## src/rtl/drink_pkg.sv

```systemverilog
// Shared types and constants for the drink buyer: FSM states, coin choices,
// error codes and coin weights in half-units.
package drink_pkg;

  typedef enum logic [1:0] {
    IDLE   = 2'd0,
    INSERT = 2'd1,
    WAIT   = 2'd2,
    FIN    = 2'd3
  } state_t;

  typedef enum logic [1:0] {
    COIN_NONE = 2'd0,
    COIN_HALF = 2'd1,
    COIN_ONE  = 2'd2
  } coin_t;

  localparam logic [1:0] ERR_NONE    = 2'd0;
  localparam logic [1:0] ERR_COIN    = 2'd1;
  localparam logic [1:0] ERR_TIMEOUT = 2'd2;
  localparam logic [1:0] ERR_CHANGE  = 2'd3;

  localparam int DEFAULT_PRICE_HALVES = 5;
  localparam int HALF_W = 1;
  localparam int ONE_W  = 2;

  function automatic int coin_weight(input coin_t c);
    case (c)
      COIN_HALF: coin_weight = HALF_W;
      COIN_ONE:  coin_weight = ONE_W;
      default:   coin_weight = 0;
    endcase
  endfunction

endpackage

```

## src/rtl/drink_buyer_coin_sel.sv

```systemverilog
// Combinational coin chooser: picks the next coin to insert from the remaining
// stock and preference, or flags that the price can no longer be reached.
module drink_buyer_coin_sel
  import drink_pkg::*;
#(
  parameter int PRICE_HALVES = DEFAULT_PRICE_HALVES,
  parameter int CNT_W        = 3,
  parameter int CRED_W       = 3
) (
  input  logic [CNT_W-1:0]  one_stock,
  input  logic [CNT_W-1:0]  half_stock,
  input  logic              prefer_one,
  input  logic [CRED_W-1:0] credit,
  output coin_t             coin,
  output logic              insufficient
);

  logic pref_avail;
  logic other_avail;

  always_comb begin
    pref_avail   = prefer_one ? (|one_stock) : (|half_stock);
    other_avail  = prefer_one ? (|half_stock) : (|one_stock);
    coin         = COIN_NONE;
    insufficient = 1'b0;
    if (credit >= CRED_W'(PRICE_HALVES)) begin
      coin = COIN_NONE;
    end else if (pref_avail) begin
      coin = prefer_one ? COIN_ONE : COIN_HALF;
    end else if (other_avail) begin
      coin = prefer_one ? COIN_HALF : COIN_ONE;
    end else begin
      insufficient = 1'b1;
    end
  end

endmodule

```

## src/rtl/drink_buyer.sv

```systemverilog
// Customer-side initiator for the vending machine: feeds coins until the price
// is covered, then waits for the dispense and reports drink/change/error status.
module drink_buyer
  import drink_pkg::*;
#(
  parameter int PRICE_HALVES = DEFAULT_PRICE_HALVES,
  parameter int TIMEOUT      = 4,
  parameter int CNT_W        = 3
) (
  input  logic             clk,
  input  logic             reset,
  input  logic             start,
  input  logic [CNT_W-1:0] n_one,
  input  logic [CNT_W-1:0] n_half,
  input  logic             prefer_one,
  input  logic             vend_out,
  input  logic             vend_cout,
  output logic             one,
  output logic             half,
  output logic             busy,
  output logic             done,
  output logic             got_drink,
  output logic             got_change,
  output logic [1:0]       err
);

  // Credit can overshoot the price by at most one half-unit (a one-unit coin
  // inserted at PRICE_HALVES-1).
  localparam int CRED_W = $clog2(PRICE_HALVES + 2);
  localparam int TMR_W  = (TIMEOUT < 1) ? 1 : $clog2(TIMEOUT + 1);

  state_t            state_q, state_d;
  logic [CNT_W-1:0]  one_stock_q, one_stock_d;
  logic [CNT_W-1:0]  half_stock_q, half_stock_d;
  logic              prefer_q, prefer_d;
  logic [CRED_W-1:0] credit_q, credit_d;
  logic [TMR_W-1:0]  timer_q, timer_d;
  logic              one_q, one_d;
  logic              half_q, half_d;
  logic              busy_q, busy_d;
  logic              done_q, done_d;
  logic              got_drink_q, got_drink_d;
  logic              got_change_q, got_change_d;
  logic [1:0]        err_q, err_d;

  coin_t coin;
  logic  insufficient;
  logic  change_exp;

  drink_buyer_coin_sel #(
    .PRICE_HALVES(PRICE_HALVES),
    .CNT_W       (CNT_W),
    .CRED_W      (CRED_W)
  ) u_coin_sel (
    .one_stock   (one_stock_q),
    .half_stock  (half_stock_q),
    .prefer_one  (prefer_q),
    .credit      (credit_q),
    .coin        (coin),
    .insufficient(insufficient)
  );

  always_comb begin
    state_d      = state_q;
    one_stock_d  = one_stock_q;
    half_stock_d = half_stock_q;
    prefer_d     = prefer_q;
    credit_d     = credit_q;
    timer_d      = timer_q;
    one_d        = 1'b0;
    half_d       = 1'b0;
    busy_d       = busy_q;
    done_d       = 1'b0;
    got_drink_d  = got_drink_q;
    got_change_d = got_change_q;
    err_d        = err_q;
    change_exp   = (credit_q > CRED_W'(PRICE_HALVES));

    case (state_q)
      IDLE: begin
        if (start) begin
          one_stock_d  = n_one;
          half_stock_d = n_half;
          prefer_d     = prefer_one;
          credit_d     = '0;
          got_drink_d  = 1'b0;
          got_change_d = 1'b0;
          err_d        = ERR_NONE;
          busy_d       = 1'b1;
          state_d      = INSERT;
        end
      end
      INSERT: begin
        if (coin == COIN_ONE) begin
          one_d       = 1'b1;
          one_stock_d = one_stock_q - CNT_W'(1);
          credit_d    = credit_q + CRED_W'(coin_weight(coin));
        end else if (coin == COIN_HALF) begin
          half_d       = 1'b1;
          half_stock_d = half_stock_q - CNT_W'(1);
          credit_d     = credit_q + CRED_W'(coin_weight(coin));
        end else if (insufficient) begin
          err_d   = ERR_COIN;
          busy_d  = 1'b0;
          done_d  = 1'b1;
          state_d = FIN;
        end else begin
          timer_d = TMR_W'(TIMEOUT);
          state_d = WAIT;
        end
      end
      WAIT: begin
        if (vend_out) begin
          got_drink_d  = 1'b1;
          got_change_d = vend_cout;
          if (vend_cout != change_exp) err_d = ERR_CHANGE;
          busy_d  = 1'b0;
          done_d  = 1'b1;
          state_d = FIN;
        end else if (timer_q <= TMR_W'(1)) begin
          err_d   = ERR_TIMEOUT;
          busy_d  = 1'b0;
          done_d  = 1'b1;
          state_d = FIN;
        end else begin
          timer_d = timer_q - TMR_W'(1);
        end
      end
      FIN: begin
        state_d = IDLE;
      end
      default: begin
        busy_d  = 1'b0;
        state_d = IDLE;
      end
    endcase
  end

  always_ff @(posedge clk or negedge reset) begin
    if (!reset) begin
      state_q      <= IDLE;
      one_stock_q  <= '0;
      half_stock_q <= '0;
      prefer_q     <= 1'b0;
      credit_q     <= '0;
      timer_q      <= '0;
      one_q        <= 1'b0;
      half_q       <= 1'b0;
      busy_q       <= 1'b0;
      done_q       <= 1'b0;
      got_drink_q  <= 1'b0;
      got_change_q <= 1'b0;
      err_q        <= ERR_NONE;
    end else begin
      state_q      <= state_d;
      one_stock_q  <= one_stock_d;
      half_stock_q <= half_stock_d;
      prefer_q     <= prefer_d;
      credit_q     <= credit_d;
      timer_q      <= timer_d;
      one_q        <= one_d;
      half_q       <= half_d;
      busy_q       <= busy_d;
      done_q       <= done_d;
      got_drink_q  <= got_drink_d;
      got_change_q <= got_change_d;
      err_q        <= err_d;
    end
  end

  assign one        = one_q;
  assign half       = half_q;
  assign busy       = busy_q;
  assign done       = done_q;
  assign got_drink  = got_drink_q;
  assign got_change = got_change_q;
  assign err        = err_q;

endmodule
```

## config.mk

```make
export PLATFORM = sky130hd
export DESIGN_NAME = drink_buyer
export DESIGN_NICKNAME = d
export VERILOG_FILES = /design/src/rtl/drink_pkg.sv /design/src/rtl/drink_buyer_coin_sel.sv /design/src/rtl/drink_buyer.sv
export SDC_FILE = /design/constraint.sdc
export NUM_CORES = 1
export LEC_CHECK = 0
export CAP_MARGIN = 20
export CORE_ASPECT_RATIO = 1.5
export CORE_MARGIN = 5
export CORE_UTILIZATION = 45
export DETAILED_ROUTE_END_ITERATION = 10
export GPL_TIMING_DRIVEN = 0
export PLACE_DENSITY_LB_ADDON = 0.05
export SLEW_MARGIN = 20
export SYNTH_ARGS = -nofsm -noshare
export SYNTH_HDL_FRONTEND = slang
export SYNTH_SLANG_ARGS = --single-unit
```

## constraint.sdc

```tcl
create_clock -name clk -period 3.7 [get_ports clk]
set_clock_uncertainty 0.15 [all_clocks]
set_input_delay 0.555 -clock clk [delete_from_list [all_inputs] [get_ports clk]]
set_output_delay 0.555 -clock clk [all_outputs]
set_load 0.02 [all_outputs]
```

==> report_table.html, run 1 <==
<table>
<tr><th>Metric</th><th>Value</th></tr>
<tr><th colspan="2">Status</th></tr>
<tr><td>Result of the run</td><td>finished, final reports clean</td></tr>
<tr><th colspan="2">Detailed routing</th></tr>
<tr><td>Antenna violation net count after detailed routing</td><td>0</td></tr>
<tr><td>Number of detailed-route iterations in the first pass</td><td>4</td></tr>
<tr><td>DR WL/cell</td><td>about 14 µm</td></tr>
<tr><td>Total Wirelength</td><td>3120 µm</td></tr>
<tr><td>Total number of vias</td><td>~1200</td></tr>
<tr><td>Number of violations reported at the end of detailed-routing iteration 0</td><td>16</td></tr>
<tr><td>Number of vias per cell</td><td>about 5.4</td></tr>
<tr><td>Total DRC errors in the routed layout</td><td>0</td></tr>
<tr><th colspan="2">Hold path</th></tr>
<tr><td>Min-Delay Path Class</td><td>in -&gt; async</td></tr>
<tr><th colspan="2">Die</th></tr>
<tr><td>Total Die Area</td><td>0.00460 mm²</td></tr>
<tr><td>Initial core utilization</td><td>between 40% and 50%</td></tr>
<tr><td>Number of core rows</td><td>25</td></tr>
<tr><td>Core region area</td><td>0.00319 mm²</td></tr>
<tr><td>Die Y-Extent</td><td>just over 80 µm</td></tr>
<tr><td>Die width</td><td>57.0 µm</td></tr>
<tr><td>Ports</td><td>20</td></tr>
<tr><th colspan="2">Critical path</th></tr>
<tr><td>Most frequent CP cell</td><td>ha_1</td></tr>
<tr><td>Critical Path Sink Type</td><td>register</td></tr>
<tr><td>Delay of the slowest cell on the worst path</td><td>about 0.47 ns</td></tr>
<tr><td>Top fanout value on the critical path</td><td>9</td></tr>
<tr><td>Critical path required time</td><td>~3.7 ns</td></tr>
<tr><td>Worst-path cell chain</td><td>ha_1 &gt; a21oi_2 &gt; and3_1 &gt; inv_1 &gt; ha_1 &gt; buf_6 &gt; nor2_4 &gt; o21ai_2 &gt; a2111oi_4 &gt; o21ai_1 &gt; a32o_1</td></tr>
<tr><td>CP startpoint kind</td><td>register</td></tr>
<tr><td>Arrival @ worst endpoint</td><td>between 2 and 3 ns</td></tr>
<tr><td>CP max stage cell</td><td>a2111oi_4</td></tr>
<tr><td>Worst setup path category</td><td>reg -&gt; reg</td></tr>
<tr><th colspan="2">Clock network</th></tr>
<tr><td>Number of hold buffers added after cts</td><td>0</td></tr>
<tr><td>Total number of H-tree levels</td><td>1</td></tr>
<tr><td># Post-CTS Setup Buffers</td><td>0</td></tr>
<tr><td>Number of buffers created by CTS</td><td>3</td></tr>
<tr><td>CTS sink count</td><td>23</td></tr>
<tr><td>Worst-path clk slew</td><td>roughly 0.080 ns</td></tr>
<tr><td>Number of cells upsized or downsized after cts</td><td>0</td></tr>
<tr><td>TritonCTS clock tree</td><td>done</td></tr>
<tr><td>Clock Path Buffers</td><td>2</td></tr>
<tr><td>Latest clock arrival within the worst-skew pair</td><td>roughly 0.26 ns</td></tr>
<tr><td>Clk root buf</td><td>clkbuf_8</td></tr>
<tr><th colspan="2">Timing</th></tr>
<tr><td>Final Critical Period</td><td>around 2.7 ns</td></tr>
<tr><td>Post-route clock period utilization</td><td>73.5%</td></tr>
<tr><td>Final count of hold timing violations</td><td>0</td></tr>
<tr><td>Number of slew-limit violations in the final report</td><td>0</td></tr>
<tr><td>Actual transition at the worst max-transition pin</td><td>roughly 0.53 ns</td></tr>
<tr><td>Number of endpoints failing setup at the final stage</td><td>0</td></tr>
<tr><td>Total Negative Setup Slacks</td><td>0 ns</td></tr>
<tr><td>Tightest slew margin relative to the limit</td><td>between 60% and 70%</td></tr>
<tr><td>Max Clock Freq</td><td>between 300 and 400 MHz</td></tr>
<tr><td>Unrepaired setup endpoints after global routing</td><td>no</td></tr>
<tr><td>Worst-case hold slack</td><td>0.110 ns</td></tr>
<tr><th colspan="2">Global route</th></tr>
<tr><td>Pin count of the biggest net entering global routing</td><td>24</td></tr>
<tr><td>Global route overflow</td><td>0</td></tr>
<tr><td>First-pass GRT wire length</td><td>between 5000 and 6000 µm</td></tr>
<tr><td>Total routing usage reported by global routing</td><td>~15%</td></tr>
<tr><td>Initial antenna violation count</td><td>0</td></tr>
<tr><td>Number of global-route vias before repair</td><td>1186</td></tr>
<tr><th colspan="2">Logic synthesis</th></tr>
<tr><td>Cells after Synth</td><td>162</td></tr>
<tr><td>Post-synthesis cell type with the largest combined area</td><td>dfrtp_1</td></tr>
<tr><td>Number of distinct library cells after synthesis</td><td>37</td></tr>
<tr><td>Fraction of the yosys area taken by sequential cells</td><td>between 30 and 40%</td></tr>
<tr><td>Async S/R FF share, synth</td><td>100%</td></tr>
<tr><td>Synthesized area divided by synthesized cell count</td><td>9.22 µm²</td></tr>
<tr><td>Synthesized Nets</td><td>~190</td></tr>
<tr><td>Biggest area contributors in the synthesized netlist</td><td>dfrtp_1, ha_1, a21oi_1</td></tr>
<tr><td>Number of enable flip-flop cells after synthesis</td><td>0</td></tr>
<tr><td>Post-synth top area share</td><td>between 30% and 40%</td></tr>
<tr><td>Area of the mapped netlist</td><td>~0.0015 mm²</td></tr>
<tr><td>Synth Warn #</td><td>0</td></tr>
<tr><td>Number of storage elements in the synthesis netlist</td><td>23</td></tr>
<tr><td>Commonest register cell after synthesis</td><td>dfrtp_1</td></tr>
<tr><th colspan="2">Cells and area</th></tr>
<tr><td>Area Overhead vs Synth</td><td>18.8%</td></tr>
<tr><td>Fin area</td><td>roughly 0.0018 mm²</td></tr>
<tr><td>Antenna diode count</td><td>0</td></tr>
<tr><td>Filler cell count in the final layout</td><td>approximately 320</td></tr>
<tr><td>Proportion of layout cells with a drive suffix above 1</td><td>9.19%</td></tr>
<tr><td>Final Net Count</td><td>213</td></tr>
<tr><th colspan="2">Place</th></tr>
<tr><td>Last weighted congestion value of the routability-driven placer</td><td>between 0.7 and 0.8</td></tr>
<tr><td>Number of buffers inserted by port buffering</td><td>19</td></tr>
<tr><td>Post-DP HPWL</td><td>2510 µm</td></tr>
<tr><td>Area after DPL</td><td>approximately 0.0017 mm²</td></tr>
<tr><th colspan="2">Power</th></tr>
<tr><td>Power density over the cells</td><td>909 mW/mm²</td></tr>
<tr><td>Leakage Power</td><td>0.808 nW</td></tr>
<tr><td>VDD IR-drop max</td><td>~0.42 mV</td></tr>
<tr><th colspan="2">Run</th></tr>
<tr><td>Max-cap check violation count</td><td>0</td></tr>
</table>
[power by group]
part | internal, mW | switching [mW] | leakage [nW]
clock network | 0.0769 | 0.0811 | 0.0228
registers | 0.365 | 0.0847 | 0.287
logic | 0.435 | 0.569 | 0.498
total | 0.877 | 0.735 | 0.808
[routing by layer]
layer | track usage [%] | part of all wire, % | up-vias
li1 | - | - | 610
met1 | 17.2 | 41 | 593
met2 | 27.3 | 55 | 16
met3 | 2.41 | 3.0 | 4
met4 | 5.80 | 1.5 | 0
met5 | 0 | 0 | -
[per-stage QoR]
step | worst slack (ns) | total power [mW] | utilization, % | std cells
after floorplan | 1.24 | 1.20 | - | 162
after global placement | 1.04 | 1.43 | 54.4 | 221
after detailed placement | 0.990 | 1.47 | 54.4 | 221
after CTS | 0.977 | 1.63 | 55.8 | 225
after global routing | 0.830 | 1.77 | 55.6 | 225
final | 0.981 | 1.61 | 55.6 | 225
[critical path, delay by kind of cell, from the launching register on]
kind	cells	cell delay, ns
adders and majority gates	2	0.47
and+or+nand+nor	2	0.30
AOI/OAI and AO/OA	5	1.06
buffers and inverters	2	0.19
DFF	1	0.44
[placed cells by master (no fill, tap or decap), drive strengths merged]
master	instances
a2111oi	1
a21o	1
a21oi	20
a22oi	2
a31oi	3
a32o	1
a41o	1
and2	2
and3	3
and4b	1
buf	4
clkbuf	5
clkdlybuf4s50	18
dfrtp	23
ha	15
inv	17
mux2	1
mux2i	3
nand2	8
nand2b	6
nand3	3
nor2	11
nor2b	5
nor3	1
o21ai	22
o21bai	1
o31ai	1
o32a	1
o32ai	1
or3	3
xnor2	1
[state kept, by name, indices dropped and copies added, names as in the netlist, 2 cells and up]
| name | count |
|---|---|
| err | 2 |
| credit_q | 3 |
| half_stock_q | 3 |
| timer_q | 3 |
| one_stock_q | 3 |
| state_q | 2 |
[cell usage after synthesis (2+ instances only)]
master / count
nor2_1: 10
inv_1: 16
o21ai_1: 3
buf_6: 2
a22oi_1: 2
nor2b_1: 3
mux2i_1: 3
nand2_1: 8
nand2b_1: 6
a21oi_1: 18
and3_1: 3
or3_1: 3
nor2b_2: 2
and2_1: 2
a31oi_1: 3
nand3_1: 3
ha_1: 15
a21oi_2: 2
o21ai_0: 18
dfrtp_1: 23
[area by class of cell]
type / instances / area, µm² / area share [%]
repair buffers: 19 / 185 / 10.4
multi-input cells: 118 / 818 / 46.1
well taps: 40 / 50.0 / 2.82
clock buffers: 4 / 45.0 / 2.54
inverters: 17 / 66.3 / 3.74
flip-flops and latches: 23 / 576 / 32.4
plain buffers: 4 / 33.8 / 1.90
[worst paths after layout]
| kind | start | endpoint | slack, ns | cells after the start |
|---|---|---|---|---|
| worst max-delay path | credit_q[1]$_DFFE_PN0P_ | err[0]$_DFFE_PN0P_ | 0.98 | 11 |
| worst min-delay path | reset | got_change$_DFFE_PN0P_ | 0.11 | 1 |
| worst max register to register | credit_q[1]$_DFFE_PN0P_ | err[0]$_DFFE_PN0P_ | 0.98 | 11 |
| worst min register to register | err[0]$_DFFE_PN0P_ | err[0]$_DFFE_PN0P_ | 0.35 | 1 |
| max in group asynchronous | reset | one_stock_q[2]$_DFFE_PN0P_ | 2.94 | 1 |
| min in group clk | err[0]$_DFFE_PN0P_ | err[0]$_DFFE_PN0P_ | 0.35 | 1 |
[kinds of logic after synthesis]
logic type                 synth area share [%]
AOI/OAI and AO/OA                          23.3
DFF                                        38.5
muxes                                      2.76
xor gates and xnor gates                  0.586
buffers and inverters                      6.70
and+or+nand+nor                            15.6
adders and majority gates                  12.6
Note: power is estimated with default switching activity, not from simulation.
==> run 2: changes to the inputs <==
clock period = 2.3 ns   (was 3.7 ns; I/O delays follow)
==> report_table.html, run 2 (same netlist as run 1, synthesis figures left out) <==
<table>
<tr><th>Metric</th><th>Value</th></tr>
<tr><th colspan="2">Clock network</th></tr>
<tr><td>Number of buffers created by CTS</td><td>3</td></tr>
<tr><td>Worst-path clk slew</td><td>0.08 ns</td></tr>
<tr><td>Clock Path Buffers</td><td>2</td></tr>
<tr><td>Clk root buf</td><td>clkbuf_8</td></tr>
<tr><td>TritonCTS clock tree</td><td>done</td></tr>
<tr><td>Total number of H-tree levels</td><td>1</td></tr>
<tr><td>CTS sink count</td><td>23</td></tr>
<tr><td>Latest clock arrival within the worst-skew pair</td><td>between 0.2 and 0.3 ns</td></tr>
<tr><th colspan="2">Hold path</th></tr>
<tr><td>Min-Delay Path Class</td><td>reg -&gt; reg</td></tr>
<tr><td>Min-Delay Endpoint</td><td>err[0]$_DFFE_PN0P_</td></tr>
<tr><td>Number of cells on the worst hold path</td><td>1</td></tr>
<tr><td>HP Start</td><td>err[0]$_DFFE_PN0P_</td></tr>
<tr><th colspan="2">Timing</th></tr>
<tr><td>Post-route worst setup slack</td><td>-0.00109 ns</td></tr>
<tr><td>Max Clock Freq</td><td>about 430 MHz</td></tr>
<tr><td>Tightest slew margin relative to the limit</td><td>around 64%</td></tr>
<tr><td>Actual transition at the worst max-transition pin</td><td>around 0.54 ns</td></tr>
<tr><td>Number of endpoints failing setup at the final stage</td><td>1</td></tr>
<tr><td>Number of slew-limit violations in the final report</td><td>0</td></tr>
<tr><td>Unrepaired setup endpoints after global routing</td><td>yes</td></tr>
<tr><td>Total Negative Setup Slacks</td><td>-0.00109 ns</td></tr>
<tr><td>Worst-case hold slack</td><td>0.362 ns</td></tr>
<tr><td>Final Critical Period</td><td>approximately 2.3 ns</td></tr>
<tr><td>Final count of hold timing violations</td><td>0</td></tr>
<tr><td>Post-route clock period utilization</td><td>100%</td></tr>
<tr><th colspan="2">Cells and area</th></tr>
<tr><td>Final Net Count</td><td>about 230</td></tr>
<tr><td>Proportion of layout cells with a drive suffix above 1</td><td>a little over a quarter</td></tr>
<tr><td>Fin area</td><td>around 0.002 mm²</td></tr>
<tr><td>Commonest cells after routing, fill and taps aside</td><td>dfrtp_1, clkdlybuf4s50_1, buf_4, a21oi_1, o21ai_0</td></tr>
<tr><td>Most common cell after layout, fill and taps aside</td><td>dfrtp_1</td></tr>
<tr><td>Number of cells in the finished layout apart from fillers</td><td>about 240</td></tr>
<tr><td>Antenna diode count</td><td>0</td></tr>
<tr><td>Area Overhead vs Synth</td><td>36.5%</td></tr>
<tr><th colspan="2">Status</th></tr>
<tr><td>Failing checks</td><td>setup timing</td></tr>
<tr><td>Result of the run</td><td>finished, violations left</td></tr>
<tr><th colspan="2">Die</th></tr>
<tr><td>Core region area</td><td>~0.0032 mm²</td></tr>
<tr><td>Die width</td><td>between 50 and 60 µm</td></tr>
<tr><td>Die Y-Extent</td><td>a little over 80 µm</td></tr>
<tr><td>Ports</td><td>20</td></tr>
<tr><td>Total Die Area</td><td>0.00460 mm²</td></tr>
<tr><td>Number of core rows</td><td>25</td></tr>
<tr><td>Initial core utilization</td><td>46.8%</td></tr>
<tr><th colspan="2">Critical path</th></tr>
<tr><td>Depth of the worst register-to-register path</td><td>11</td></tr>
<tr><td>CP startpoint kind</td><td>register</td></tr>
<tr><td>CP max stage cell</td><td>dfrtp_1</td></tr>
<tr><td>Critical Path Sink Type</td><td>register</td></tr>
<tr><td>Worst-path cell chain</td><td>inv_2 &gt; ha_4 &gt; a21oi_4 &gt; and3_4 &gt; inv_2 &gt; ha_4 &gt; nor2_4 &gt; o21ai_4 &gt; a2111oi_4 &gt; buf_4 &gt; mux2i_1</td></tr>
<tr><td>Worst r2r src</td><td>credit_q[1]$_DFFE_PN0P_</td></tr>
<tr><td>Top fanout value on the critical path</td><td>4</td></tr>
<tr><td>Worst setup path category</td><td>reg -&gt; reg</td></tr>
<tr><td>Critical path required time</td><td>2.34 ns</td></tr>
<tr><td>Register-to-register path setup slack</td><td>-0.001 ns</td></tr>
<tr><td>Delay of the slowest cell on the worst path</td><td>between 0.4 and 0.5 ns</td></tr>
<tr><td>Worst r2r dst</td><td>busy$_DFFE_PN0P_</td></tr>
<tr><td>Arrival @ worst endpoint</td><td>about 2.3 ns</td></tr>
<tr><th colspan="2">Global route</th></tr>
<tr><td>Initial antenna violation count</td><td>0</td></tr>
<tr><td>Number of global-route vias before repair</td><td>1379</td></tr>
<tr><td>Pin count of the biggest net entering global routing</td><td>24</td></tr>
<tr><td>First-pass GRT wire length</td><td>around 6000 µm</td></tr>
<tr><td>Total routing usage reported by global routing</td><td>16.2%</td></tr>
<tr><td>Global route overflow</td><td>0</td></tr>
<tr><th colspan="2">Power</th></tr>
<tr><td>Total Power</td><td>~3.2 mW</td></tr>
<tr><td>Power density over the cells</td><td>1550 mW/mm²</td></tr>
<tr><td>VDD IR-drop max</td><td>between 0.6 and 0.7 mV</td></tr>
<tr><td>Leakage Power</td><td>~0.9 nW</td></tr>
<tr><th colspan="2">Place</th></tr>
<tr><td>Post-DP HPWL</td><td>2440 µm</td></tr>
<tr><td>Last weighted congestion value of the routability-driven placer</td><td>roughly 0.75</td></tr>
<tr><td>Area after DPL</td><td>around 0.0017 mm²</td></tr>
<tr><td>Instance count after placement with tap cells included</td><td>221</td></tr>
<tr><td>Number of buffers inserted by port buffering</td><td>19</td></tr>
<tr><th colspan="2">Detailed routing</th></tr>
<tr><td>Total number of vias</td><td>between 1000 and 1500</td></tr>
<tr><td>Total Wirelength</td><td>between 3000 and 4000 µm</td></tr>
<tr><td>Number of violations reported at the end of detailed-routing iteration 0</td><td>31</td></tr>
<tr><td>Total DRC errors in the routed layout</td><td>0</td></tr>
<tr><td>Number of detailed-route iterations in the first pass</td><td>4</td></tr>
<tr><td>DR WL/cell</td><td>~14 µm</td></tr>
<tr><td>Number of vias per cell</td><td>5.51</td></tr>
<tr><td>Antenna violation net count after detailed routing</td><td>0</td></tr>
<tr><th colspan="2">Run</th></tr>
<tr><td>Max-cap check violation count</td><td>0</td></tr>
</table>
-- run 2: cell count changes in the layout (fill, tap and decap cells not counted), sizes merged --
cell         previous run  this run
dlygate4sd3             0         1
buf                     4        19
-- run 2: metal layers --
metal	vias up	wire, µm	global-route usage (%)
li1	641	-	-
met1	643	1350	17.1
met2	34	1820	29.4
met3	11	159	3.70
met4	0	93	8.35
met5	-	0	0
-- run 2: layout make-up --
type                       count  area (µm²)
buffer                         3        22.5
clock buffer                   4        45.0
fill                         277        1150
inverter                      17        66.3
multi-input combinational    118         965
sequential                    23         576
tap                           40        50.0
timing repair buffer          36         315
-- run 2: worst max-delay path by stage --
stage                            startpoint                    endpoint  slack, ns  cells past startpoint
floorplan           credit_q[1]$_DFFE_PN0P_          err[0]$_DFFE_PN0P_      -0.01                     11
global placement    credit_q[1]$_DFFE_PN0P_  one_stock_q[2]$_DFFE_PN0P_      -0.25                     13
detailed placement  credit_q[1]$_DFFE_PN0P_  one_stock_q[2]$_DFFE_PN0P_      -0.34                     13
CTS                 credit_q[1]$_DFFE_PN0P_          err[0]$_DFFE_PN0P_      -0.12                     11
global route        credit_q[1]$_DFFE_PN0P_          err[0]$_DFFE_PN0P_      -0.16                     11
finish              credit_q[1]$_DFFE_PN0P_            busy$_DFFE_PN0P_     -0.001                     11
-- run 2: worst max-delay path: cells and delay by family (launching register included) --
kind / cells / cell delay [ns]
compound gates: 3 / 0.49
fa+ha+maj: 2 / 0.32
buf+inv: 3 / 0.30
flops: 1 / 0.43
mux: 1 / 0.17
simple gates: 2 / 0.35
-- run 2: report_power, final --
| part | internal, mW | total [mW] | switching, mW |
|---|---|---|---|
| clock network | 0.124 | 0.255 | 0.131 |
| registers | 0.588 | 0.730 | 0.142 |
| logic | 1.05 | 2.18 | 1.13 |
| total | 1.76 | 3.17 | 1.41 |
-- run 2: repair_timing --
item,4_1_cts,5_1_grt
resized for setup,14,17
hold endpoints to repair,0,23
hold buffers,0,1
setup buffers,8,8
endpoints found under the setup margin,15,12
pin swaps,8,5
-- run 2: metrics by stage --
stage | utilization [%] | setup slack, ns
floorplan | - | -0.0113
global placement | 54.7 | -0.252
detailed placement | 54.7 | -0.341
CTS | 59.6 | -0.122
global route | 63.9 | -0.161
finish | 63.9 | -0.00109
